<file path="config.mk">
export PLATFORM = sky130hd
export DESIGN_NAME = regfile_sb
export DESIGN_NICKNAME = d
export VERILOG_FILES = /design/src/rtl/regfile_sb.sv
export SDC_FILE = /design/constraint.sdc
export NUM_CORES = 2
export LEC_CHECK = 0
export BUFFER_PORTS_ARGS = -buffer_cell sky130_fd_sc_hd__buf_2
export CAP_MARGIN = 15
export CORE_UTILIZATION = 59
export CTS_BUF_LIST = sky130_fd_sc_hd__clkbuf_16
export DETAILED_ROUTE_END_ITERATION = 10
export GPL_TIMING_DRIVEN = 1
export HOLD_SLACK_MARGIN = 0.12
export PLACE_DENSITY = 0.79
export REMOVE_ABC_BUFFERS = 1
export SYNTH_ARGS = -nofsm -noshare
export SYNTH_HDL_FRONTEND = slang
export SYNTH_SLANG_ARGS = --single-unit
</file>
<file path="constraint.sdc">
create_clock -name clk -period 45.7 [get_ports clk]
set_clock_uncertainty 0.05 [all_clocks]
set_input_delay 2.285 -clock clk [delete_from_list [all_inputs] [get_ports clk]]
set_output_delay 2.285 -clock clk [all_outputs]
set_load 0.005 [all_outputs]
</file>
<file path="src/rtl/regfile_sb.sv">
// Register file with per-register in-flight-writer scoreboard and issue stall.
// Optional macro REGFILE_BYPASS_EN adds a writeback-to-read bypass and same-cycle release of busy sources.
module regfile_sb #(
    parameter int DATA_W = 32,
    parameter int AW     = 5,
    parameter int NRD    = 2,
    parameter int CNT_W  = 2,
    localparam int REG_NUM = 1 << AW
) (
    input  logic                  clk,
    input  logic                  reset,
    input  logic [NRD*AW-1:0]     raddr,
    output logic [NRD*DATA_W-1:0] rdata,
    input  logic                  we,
    input  logic [AW-1:0]         waddr,
    input  logic [DATA_W-1:0]     wdata,
    input  logic                  issue_valid,
    input  logic [NRD*AW-1:0]     issue_src,
    input  logic [NRD-1:0]        issue_src_v,
    input  logic                  issue_wr,
    input  logic [AW-1:0]         issue_dest,
    output logic                  stall,
    output logic [REG_NUM-1:0]    busy_vec,
    output logic                  sb_err
);

    localparam logic [CNT_W-1:0] CNT_MAX = '1;
    localparam logic [CNT_W-1:0] CNT_ONE = CNT_W'(1);

    logic [DATA_W-1:0] regs [REG_NUM];
    logic [CNT_W-1:0]  cnt  [REG_NUM];

    logic [NRD-1:0]     src_busy;
    logic               dest_full;
    logic               accept;
    logic               err_set;
    logic               wr_valid;
    logic [REG_NUM-1:0] inc_vec;
    logic [REG_NUM-1:0] wr_vec;

    assign wr_valid = we && (waddr != '0);

    for (genvar i = 0; i < NRD; i++) begin : g_port
        logic [AW-1:0]     ra;
        logic [AW-1:0]     sa;
        logic [DATA_W-1:0] arr_val;
        logic              rel;

        assign ra      = raddr[i*AW +: AW];
        assign sa      = issue_src[i*AW +: AW];
        assign arr_val = (ra == '0) ? '0 : regs[ra];
`ifdef REGFILE_BYPASS_EN
        assign rdata[i*DATA_W +: DATA_W] = (wr_valid && waddr == ra) ? wdata : arr_val;
        // The last outstanding writer retiring now makes the operand forwardable.
        assign rel = wr_valid && (waddr == sa) && (cnt[sa] == CNT_ONE);
`else
        assign rdata[i*DATA_W +: DATA_W] = arr_val;
        assign rel = 1'b0;
`endif
        assign src_busy[i] = issue_src_v[i] && (sa != '0) && (cnt[sa] != '0) && !rel;
    end

    assign dest_full = issue_wr && (issue_dest != '0) && (cnt[issue_dest] == CNT_MAX)
                       && !(we && waddr == issue_dest);
    assign stall     = issue_valid && ((|src_busy) || dest_full);
    assign accept    = issue_valid && !stall;

    // An issue to the same register as an unexpected writeback absorbs the error.
    assign err_set = wr_valid && (cnt[waddr] == '0)
                     && !(accept && issue_wr && issue_dest == waddr);

    always_comb begin
        inc_vec = '0;
        wr_vec  = '0;
        for (int r = 1; r < REG_NUM; r++) begin
            inc_vec[r] = accept && issue_wr && (issue_dest == AW'(r));
            wr_vec[r]  = we && (waddr == AW'(r));
        end
    end

    always_comb begin
        busy_vec = '0;
        for (int r = 0; r < REG_NUM; r++) begin
            busy_vec[r] = (cnt[r] != '0);
        end
    end

    always_ff @(posedge clk or posedge reset) begin
        if (reset) begin
            for (int r = 0; r < REG_NUM; r++) begin
                regs[r] <= '0;
                cnt[r]  <= '0;
            end
            sb_err <= 1'b0;
        end else begin
            if (wr_valid) begin
                regs[waddr] <= wdata;
            end
            if (err_set) begin
                sb_err <= 1'b1;
            end
            for (int r = 1; r < REG_NUM; r++) begin
                if (inc_vec[r] && !wr_vec[r]) begin
                    cnt[r] <= cnt[r] + CNT_ONE;
                end else if (!inc_vec[r] && wr_vec[r] && cnt[r] != '0) begin
                    cnt[r] <= cnt[r] - CNT_ONE;
                end
            end
        end
    end

endmodule

</file>
==> summary.txt <==
Outcome
  • Status: finished clean

Pwr
  • VDD IR-drop max: 32.93 uV
  • Pleak: 29.16 nW
  • Pwr dens: 43.53 mW/mm^2
  • Tot Pwr: around 2.8 mW

CTS
  • Total CTS buffers: 111
  • H-Tree Depth: 3
  • CTS tree: built
  • Postcts setup bufs: 0
  • Worst skew pair latency: around 700 ps
  • CTS Root Cell: clkbuf_16
  • Clock sinks: 1087
  • Clock Path Buffers: 3
  • Clk pin slew, worst setup/hold paths: 60 ps
  • Cts hold-fix bufs: 0
  • CTS resizes: 0

Layout
  • Final Cell Area: ~0.065 mm^2
  • Final core occ: 64.91%
  • Fill cell total of the finished layout: 6962
  • Final #Nets: 4404
  • Synth-to-layout area growth: 9.081%
  • Layout cells sized above 1: 42.60%

GRT
  • Largest net degree at the start of global routing: 173
  • Gr ovfl total: 0
  • Total track usage: between 30% and 40%
  • Initial antenna violation count: 6
  • Vias in the first global route: between 40k and 50k
  • First-pass GRT wire length: 268.5 mm

Critical path
  • Worst EP arrival: 7020 ps
  • Crit-path cells: buf_8 -> buf_12 -> buf_4 -> buf_4 -> mux4_2 -> mux4_2 -> mux2i_1 -> nor2_1 -> buf_2
  • Critical path's largest stage delay: 860 ps
  • Crit path launch type: primary input
  • Crit Path Max Fanout: 114
  • R2r startpoint: cnt[34]
  • Worst Path Required: 43370 ps
  • Reg-to-reg slack, setup: 41610 ps
  • FF-to-FF End: cnt[60]
  • Worst Reg-to-Reg Cells: 10
  • Crit. End Element: output port
  • Worst setup path class: in -> out
  • Slowest cell on the critical path: buf_4

Floorplanning
  • Row count: roughly 120
  • Die X: 319.8 um
  • Top Ports: between 150 and 200
  • Chip height: 319.8 um
  • Die area: 0.1023 mm^2
  • Starting density of the core: 59.50%
  • Core ar.: 0.1001 mm^2

Logic synthesis
  • Syn Std Cell Area: 0.05959 mm^2
  • Synth area leader: dfrtp_1
  • Share of the synthesized area in the top cell type: 45.65%
  • Most instantiated library cell after synthesis: dfrtp_1
  • Yosys warning total: 2
  • Synth top area cells: dfrtp_1 46%, mux4_2 25%, mux2_2 14%
  • Commonest cells post-synth: 1087 x dfrtp_1, 848 x nand2_1, 743 x mux2_2, 673 x mux4_2, 377 x clkbuf_1
  • Ys async rst share: 100.0%
  • Avg Cell Area, Syn: between 10 and 15 um^2
  • Sequential share of the synthesized area: 45.65%
  • EDFF count, synth: 0
  • Most used DFF post-synth: dfrtp_1
  • Count of different cell masters after synthesis: 69
  • Syn Inst Count: roughly 4.4k
  • Synth Register Bits: 1087

Route
  • Final wirelength: between 150 and 200 mm
  • Pre-antenna DRT Iters: 6
  • DRC: 0
  • ANT nets after route: 0
  • WL per Instance: 30.92 um
  • Total number of vias: 40.91k
  • First DRT Iteration DRCs: approximately 5.3k
  • Post-DR vias/cell: approximately 7.1

STA
  • Final worst-path setup slack: ~36000 ps
  • Unrepaired setup endpoints after global routing: false
  • Max-slew headroom: 27.97%
  • Slew Limit Fails: 0
  • Final period util: 20.48%
  • Max Freq: about 110 MHz
  • Final setup vio count: 0
  • Worst Max-Slew Pin Slew: 1080 ps
  • Sum Neg Setup Slack: 0 ps
  • Tmin final: 9358 ps
  • Final Hold Viols: 0

Place
  • Port-buffer cells: 165
  • Cell Area, Placed: around 0.06 mm^2
  • Dpl hpwl: 95.20 mm
  • Pre-CTS setup slack: 36120 ps
  • RD Place Congestion: approximately 0.9

Worst hold path
  • Hold depth: 0
  • Hold Path End: regs[1013]
  • Min-Delay Path Class: reg -> reg
  • HP Start: regs[1013]

Job
  • Total of max-cap violations: 0
==> final cells by class <==
cell class                 count  area, um^2  share of cell area, %
tap                         1298        1624                  2.499
clock inverter                93       935.9                  1.440
sequential                  1087       27200                  41.85
inverter                      40       157.7                 0.2425
antenna                        4       10.01                0.01540
multi-input combinational   2855       30750                  47.30
timing repair buffer         240        1521                  2.341
clock buffer                 112        2803                  4.312
==> worst max-delay path: cells and delay by family <==
kind | cells | cell delay (ps)
buf+inv | 5 | 2980
simple gates | 1 | 100
mux | 3 | 1490
==> where the power goes <==
| group | total (mW) | leakage (nW) | internal, mW | switching [mW] |
|---|---|---|---|---|
| registers | 1.28 | 14.0 | 1.14 | 0.142 |
| logic | 0.602 | 13.3 | 0.355 | 0.247 |
| clock network | 0.945 | 1.89 | 0.547 | 0.399 |
| total | 2.83 | 29.2 | 2.04 | 0.788 |
==> state kept, by name, summed over array words and instances, names as in the netlist <==
register,flops
regs,1024
cnt,62
sb_err,1
==> logic make-up after synthesis <==
family | after synthesis | synth area share, %
mux | 1489 | 40.70
simple gates | 1198 | 8.464
flops | 1087 | 45.65
buf+inv | 491 | 3.179
compound gates | 155 | 1.823
xor+xnor | 12 | 0.1764
other cells | 1 | 0.006293
==> routing by layer <==
metal / routed length, um / track usage (%) / part of all wire, %
met1: 63450 / 47.54 / 36
met2: 83390 / 54.52 / 47
met3: 20420 / 8.821 / 12
met4: 9826 / 18.32 / 5.5
met5: 27 / 0 / 0.015
==> worst max-delay path by stage <==
stage          startpoint         to  slack, ps  cells past startpoint
3_3_place_gp     raddr[0]  rdata[26]      36150                      9
3_5_place_dp     raddr[0]  rdata[26]      36120                      9
6_report         raddr[0]  rdata[26]      36340                      9
4_1_cts          raddr[0]  rdata[26]      36110                      9
2_1_floorplan       reset     cnt[0]      12760                      1
5_1_grt          raddr[0]  rdata[26]      35850                      9
==> stage by stage <==
stage               hold WS (ps)  cells
floorplan                  315.3   3982
global placement           326.3   5519
detailed placement         332.3   5519
CTS                        346.7   5724
global route               361.3   5728
finish                     347.6   5729
==> layout by cell type (no fill, tap or decap), types with 10 or more instances in the layout <==
| cell | Yosys | layout |
|---|---|---|
| mux4_2 | 673 | 673 |
| nand2_2 | 0 | 13 |
| clkbuf_16 | 0 | 112 |
| buf_2 | 13 | 155 |
| nand3_1 | 26 | 26 |
| nand2_1 | 848 | 833 |
| o21ai_0 | 40 | 40 |
| mux2_2 | 743 | 743 |
| and3_1 | 11 | 11 |
| buf_4 | 7 | 74 |
| clkinv_2 | 0 | 23 |
| clkinv_1 | 1 | 20 |
| o211ai_1 | 21 | 21 |
| and2_1 | 26 | 26 |
| mux2i_1 | 73 | 73 |
| o31ai_1 | 18 | 18 |
| dfrtp_1 | 1087 | 1087 |
| nor2_1 | 156 | 131 |
| nor2b_1 | 18 | 18 |
| bufinv_16 | 0 | 18 |
| inv_1 | 39 | 56 |
| and3b_1 | 16 | 16 |
| nor2_4 | 0 | 25 |
| nand4_1 | 10 | 10 |
| a21oi_1 | 11 | 11 |
| nor3_1 | 24 | 24 |
No activity file was read; power rests on OpenSTA's default activity.
